`config.mk`:
```
export PLATFORM = sky130hd
export DESIGN_NAME = lfsr_rand_stream
export DESIGN_NICKNAME = d
export VERILOG_FILES = /design/src/rtl/lfsr_rand_stream.sv
export SDC_FILE = /design/constraint.sdc
export NUM_CORES = 1
export LEC_CHECK = 0
export CAP_MARGIN = 10
export CORE_MARGIN = 4
export CORE_UTILIZATION = 48
export DETAILED_ROUTE_END_ITERATION = 6
export GPL_TIMING_DRIVEN = 0
export PLACE_DENSITY = 0.74
export RECOVER_POWER = 50
export REMOVE_ABC_BUFFERS = 1
export SYNTH_ARGS = -nofsm -noshare
export SYNTH_HDL_FRONTEND = slang
export SYNTH_SLANG_ARGS = --single-unit
export TNS_END_PERCENT = 10
```
`constraint.sdc`:
```
create_clock -name clk -period 2.15 [get_ports clk]
set_clock_uncertainty 0.1 [all_clocks]
set_input_delay 0.645 -clock clk [delete_from_list [all_inputs] [get_ports clk]]
set_output_delay 0.645 -clock clk [all_outputs]
set_load 0.03 [all_outputs]
```
`src/rtl/lfsr_rand_stream.sv`:
```
// Paces advance strobes to an external 8-bit LFSR, captures each new value and
// streams the samples out of a small reserved-slot FIFO as valid/ready bytes.
module lfsr_rand_stream #(
  parameter int unsigned DEPTH = 4,
  parameter int unsigned DIV   = 4
) (
  input  logic                       clk,
  input  logic                       rst,
  input  logic                       run,
  input  logic [7:0]                 lfsr_dout,
  output logic                       lfsr_en,
  output logic                       out_valid,
  input  logic                       out_ready,
  output logic [7:0]                 out_data,
  output logic [$clog2(DEPTH):0]     level,
  output logic                       stall,
  output logic                       err_zero
);

  localparam int unsigned PtrW = $clog2(DEPTH);
  localparam int unsigned LvlW = PtrW + 1;
  localparam int unsigned CntW = (DIV > 1) ? $clog2(DIV) : 1;

  logic [CntW-1:0] cnt_q;
  logic            en_q;
  logic            cap_q;
  logic [LvlW-1:0] level_q;
  logic [PtrW-1:0] wr_q;
  logic [PtrW-1:0] rd_q;
  logic            stall_q;
  logic            err_q;
  logic [7:0]      mem_q [DEPTH];

  logic            tick;
  logic            room;
  logic            accept;
  logic            push;
  logic            pop;
  logic [LvlW:0]   resv;

  // Slots already promised to in-flight requests count against capacity.
  always_comb begin
    tick   = run && (cnt_q == CntW'(DIV - 1));
    resv   = {1'b0, level_q} + (LvlW + 1)'(en_q) + (LvlW + 1)'(cap_q);
    room   = resv < (LvlW + 1)'(DEPTH);
    accept = tick && room;
    push   = cap_q && (lfsr_dout != 8'h00);
    pop    = (level_q != '0) && out_ready;
  end

  always_ff @(posedge clk) begin
    if (rst) begin
      cnt_q   <= '0;
      en_q    <= 1'b0;
      cap_q   <= 1'b0;
      level_q <= '0;
      wr_q    <= '0;
      rd_q    <= '0;
      stall_q <= 1'b0;
      err_q   <= 1'b0;
    end else begin
      if (!run || tick) begin
        cnt_q <= '0;
      end else begin
        cnt_q <= cnt_q + 1'b1;
      end
      en_q  <= accept;
      cap_q <= en_q;
      if (tick && !room) begin
        stall_q <= 1'b1;
      end
      if (cap_q && (lfsr_dout == 8'h00)) begin
        err_q <= 1'b1;
      end
      if (push) begin
        wr_q <= wr_q + 1'b1;
      end
      if (pop) begin
        rd_q <= rd_q + 1'b1;
      end
      level_q <= level_q + LvlW'(push) - LvlW'(pop);
    end
  end

  always_ff @(posedge clk) begin
    if (!rst && push) begin
      mem_q[wr_q] <= lfsr_dout;
    end
  end

  assign lfsr_en   = en_q;
  assign level     = level_q;
  assign out_valid = (level_q != '0);
  assign out_data  = out_valid ? mem_q[rd_q] : 8'h00;
  assign stall     = stall_q;
  assign err_zero  = err_q;

endmodule

```
Word level (Yosys, flattened, before mapping)
Memories as Yosys holds them, arrays and structs flattened. A register that Yosys moved wholly into a read port is not among the register bits.
Cells that the tools add are included.
W data, S select, Z words.

cells by class
  add/subtract/negate cells = 7
  order comparisons = 1
  eq/ne operators = 1
  mux-type cells = 5
  reduce and logical (&&, ||, !) cells = 15

operator list
  operator               count
  $logic_not A8 Y1       1
  $mux W8                1
  $reduce_bool A8 Y1     1
  $logic_and A1 B1 Y1    7
  $add A2 B1 Y2 const B  3
  $add A3 B1 Y4          1
  $add A4 B1 Y4          1
  $lt A4 B3 Y1 const B   1
  $mux W2                2
  $add A3 B1 Y3          1
  $logic_not A1 Y1       3
  $reduce_bool A3 Y1     1
  $sub A3 B1 Y3          1
  $eq A2 B2 Y1 const B   1
  $mux W1                2
  $reduce_or A2 Y1       1
  $logic_or A1 B1 Y1     1

storage, ports and cells
  bits in registers = 13
  RAM bits = 32
  input port bits = 12
  logic and storage cells = 38
  memories = 1

memories
  memory  depth  width  rd ports  clocked after memory_dff  write ports  RTL line  RTL
  mem_q   4      8      1         1                         1            32        logic [7:0] mem_q [DEPTH];

Longest topological paths before layout
Gate-level depths: netlist of run 1.

  word-level depth = 5
  depth in mapped cells = 9

Least setup slack after synthesis of run 1
Ideal clock, no wire load.

  path kind = input to register
  start = input lfsr_dout[1]
  end = register level_q[1] (netlist: level[1])
  data arrival time = 2.095 ns
  slack = -0.174 ns
  stages = 8
  buffers on the path = 0
  path through = nor4_2 -> a21boi_2 -> inv_1 -> ha_1 -> inv_1 -> ha_1 -> fa_1 -> nor2b_1

on the way
  longest elaborated chain between the ends = 4

RTL lines
  element               RTL line  RTL
  from (decl)           10        input logic [7:0] lfsr_dout,
  $reduce_bool A8 Y1    47        push = cap_q && (lfsr_dout != 8'h00);
  $logic_and A1 B1 Y1   47
  $add A3 B1 Y3         81        level_q <= level_q + LvlW'(push) - LvlW'(pop);
  $sub A3 B1 Y3         81
  to (signal assigned)  81
  to (decl)             27        logic [LvlW-1:0] level_q;

No other way between the ends.
A chain may end at the register's enable or synchronous reset.

==> qor.log, run 1 <==
qor: critical_path.timing.critical_path.fanout_max 7
qor: layout.final_common_cell sky130_fd_sc_hd__edfxtp_1
qor: worst_hold_path.hp-class reg -> reg
qor: sta.timing.final.crit_period 2380 ps
qor: placed_design.gp_congestion 0.703
qor: layout.fillers 287
qor: critical_path.critical-path-slowest-cell sky130_fd_sc_hd__mux4_2
qor: floorplan.design.portCount 27
qor: floorplan.standard_cell_row_count 22
qor: sta.report.final.slew_viol_count 0
qor: sta.final-setup-viol-count 10
qor: sta.worst_slew_pin_slew 594 ps
qor: drt.via_count 1118
qor: pwr.irDropWorstVdd 0.660 mV
qor: synthesis.postSynth.asyncResetShare 0%
qor: grt.first_global_vias 1166
qor: pwr.power.share.clock 25.5%
qor: sta.slew_headroom 60.4%
qor: sta.hold_slack 334 ps
qor: synthesis.mappedNetlistArea 1960 sq um
qor: floorplan.chipWidth 71.9 microns
qor: grt.antenna_found_initial 0
qor: clock_network.cts.clk_slew.worst_paths 80 ps
qor: pwr.netSwitchingPower 0.894 mW
qor: critical_path.cp_cell_instances buf_12, mux4_2, and2b_1, buf_6
qor: drt.drtAntennaViolNets 0
qor: pwr.power_leakage 0.920 nW
qor: pwr.combinationalPowerShare 35.5%
qor: synthesis.netlist_instances 124
qor: drt.route.detailed.vias_per_inst 5.32
qor: layout.diodes 0
qor: critical_path.endpoint_type_of_the_worst_setup_path primary output
qor: critical_path.critPathMaxStageDelay 470 ps
qor: clock_network.post_cts_hold_buffer_count 0
qor: drt.drt_iter0_drc 42
qor: critical_path.setup_cp_type reg -> out
qor: synthesis.yosysUniqueCellTypes 30
qor: synthesis.edff_count_synth 32
qor: sta.fmaxAchievable 0.420 GHz
qor: sta.final-hold-violation-count 0
qor: sta.unrepaired_setup_endpoints_after_global_routing true
qor: floorplan.initial_core_utilization 51.6%
qor: drt.drc_errors 0
qor: clock_network.clock_tree.buffer_depth 2
qor: sta.timing.final.crit_share 111%
qor: outcome.status finished with violations
qor: clock_network.cts_made_buffers 5
qor: clock_network.clock_tree.root_cell sky130_fd_sc_hd__clkbuf_8
qor: critical_path.cp_data_required_time 1400 ps
qor: grt.grt_start_max_net_pins 15
qor: layout.final_cells 210
qor: synthesis.seq_area_frac_synth 64.4%
qor: floorplan.chipHeight 71.9 microns
qor: critical_path.path_buf_inv 2
qor: outcome.failed_checks setup timing
qor: synthesis.mapped_avg_cell_area 15.8 sq um
qor: layout.design.final.nets 183
qor: clock_network.htree_levels 2
qor: pwr.areal_power_density_over_the_cells 1190 nW/um^2
qor: layout.drive_above_1_share 27.8%
qor: synthesis.dominantRegCellSynth sky130_fd_sc_hd__edfxtp_1
qor: clock_network.clock_sink_count 47
qor: grt.first_pass_grt_wire_length 5710 microns
qor: synthesis.synth_warn 0
qor: drt.detail_route.first_pass.iterations 4
qor: synthesis.ys_seq_elements 47
qor: placed_design.dp.cells 195
qor: layout.synthToLayoutAreaGrowth 25.0%
qor: pwr.p_int 2.01 mW
qor: sta.postLayoutSetupSlackWorst -233 ps
qor: drt.routedWlPerCell 16.3 microns
qor: layout.most_frequent_cells_in_the_layout sky130_fd_sc_hd__edfxtp_1 (32), sky130_fd_sc_hd__dfxtp_1 (12), sky130_fd_sc_hd__clkbuf_1 (10)
qor: floorplan.die-area 5170 sq um
qor: floorplan.core_area 3800 sq um
qor: grt.track_usage 14.8%
qor: grt.globalRoute.totalOverflow 0
qor: clock_network.tritoncts built
qor: placed_design.hpwl_after_detailed_placement 2410 microns
qor: placed_design.place.port_buffers 26
qor: critical_path.path_delay_family multiplexers
qor: run.drv.max_cap_violation_count 0
qor: critical_path.crit_path_start_kind register
qor: clock_network.clock_latency 290 ps
qor: pwr.pwr-share-seq 39.0%
qor: sta.tns -1540 ps
qor: critical_path.critPathArrivalTime 1640 ps
qor: drt.drt_wl_total 3430 microns
qor: pwr.power.switching_fraction 30.8%
-- state kept, by name, indices dropped and copies added (netlist names), named ones only --
register / count
lfsr_en: 1
cap_q: 1
level: 3
stall: 1
rd_q: 2
wr_q: 2
cnt_q: 2
mem_q: 32
err_zero: 1
-- area by class of cell --
type | count | area, sq um | share of cell area, %
multi-input combinational | 65 | 684 | 27.9
clock buffer | 6 | 72.6 | 2.96
clock inverter | 2 | 60.1 | 2.45
timing repair buffer | 33 | 272 | 11.1
tap | 48 | 60.1 | 2.45
sequential | 47 | 1270 | 51.7
inverter | 9 | 33.8 | 1.38
-- kinds of logic (layout without fill, tap and decap cells) --
group	Yosys count	count (layout)	synth area share, %
flops	47	47	64.4
simple gates	33	33	10.8
buf+inv	12	50	2.68
fa+ha+maj	10	10	6.77
compound gates	10	10	4.09
mux	9	9	9.96
xor+xnor	3	3	1.34
-- worst paths after layout --
check,to,start,slack (ps),cells after the start
worst max-delay path,out_data[2],register,-230,4
worst min-delay path,cnt_q[0],cnt_q[0],330,1
worst max register to register,level[1],level[2],-70,7
worst min register to register,cnt_q[0],cnt_q[0],330,1
-- cell usage after synthesis (2+ instances only) --
master | n | area (sq um)
sky130_fd_sc_hd__edfxtp_1 | 32 | 961
sky130_fd_sc_hd__dfxtp_1 | 15 | 300
sky130_fd_sc_hd__ha_1 | 9 | 113
sky130_fd_sc_hd__inv_1 | 9 | 33.8
sky130_fd_sc_hd__mux4_2 | 8 | 180
sky130_fd_sc_hd__nor2_1 | 8 | 30.0
sky130_fd_sc_hd__and2b_1 | 6 | 45.0
sky130_fd_sc_hd__and3_1 | 5 | 31.3
sky130_fd_sc_hd__nor2b_1 | 5 | 31.3
sky130_fd_sc_hd__xor2_1 | 3 | 26.3
sky130_fd_sc_hd__clkbuf_1 | 2 | 7.51
sky130_fd_sc_hd__nor4_2 | 2 | 25.0
sky130_fd_sc_hd__o31ai_1 | 2 | 15.0
sky130_fd_sc_hd__or4_1 | 2 | 15.0
-- worst register-to-register path: cells and delay by family, from the launching register on --
| kind | cells | cell delay [ps] |
|---|---|---|
| fa+ha+maj | 3 | 910 |
| flops | 1 | 390 |
| compound gates | 1 | 380 |
| buf+inv | 2 | 170 |
| simple gates | 1 | 130 |
-- metrics by stage --
stage / worst slack (ps) / util (%) / area (sq um) / total power, mW
floorplan: -159 / - / 1940 / 1.70
global placement: -855 / 59.5 / 2260 / 2.04
detailed placement: -912 / 59.5 / 2260 / 2.07
CTS: -256 / 65.2 / 2480 / 2.93
global route: -309 / 64.5 / 2450 / 3.07
finish: -233 / 64.5 / 2450 / 2.90
-- layer usage --
| layer | GRT usage [%] | up-vias | part of all wire [%] |
|---|---|---|---|
| met1 | 17.2 | 554 | 42 |
| met3 | 4.16 | 6 | 3.9 |
| li1 | - | 538 | - |
| met5 | 0 | - | 0 |
| met2 | 26.1 | 20 | 52 |
| met4 | 5.64 | 0 | 1.5 |
-- power groups by stage --
| stage | clock, mW | combinational (mW) | sequential (mW) |
|---|---|---|---|
| after global routing | 0.801 | 1.12 | 1.15 |
| after floorplan | 0 | 0.546 | 1.16 |
| after CTS | 0.753 | 1.05 | 1.13 |
| final | 0.739 | 1.03 | 1.13 |
| after detailed placement | 0 | 0.931 | 1.14 |
| after global placement | 0 | 0.906 | 1.14 |
-- what timing repair did --
action,4_1_cts,5_1_grt
pin swaps,2,7
setup endpoints to repair,47,26
gates resized for setup,83,38
setup buffers,5,2
No activity file was read; power rests on OpenSTA's default activity.
==> run 2, diff against run 1 <==
- HOLD_SLACK_MARGIN: default -> 0.15
==> results of run 2 <==
The final DEF is identical to that of run 1; final timing and power are the same.
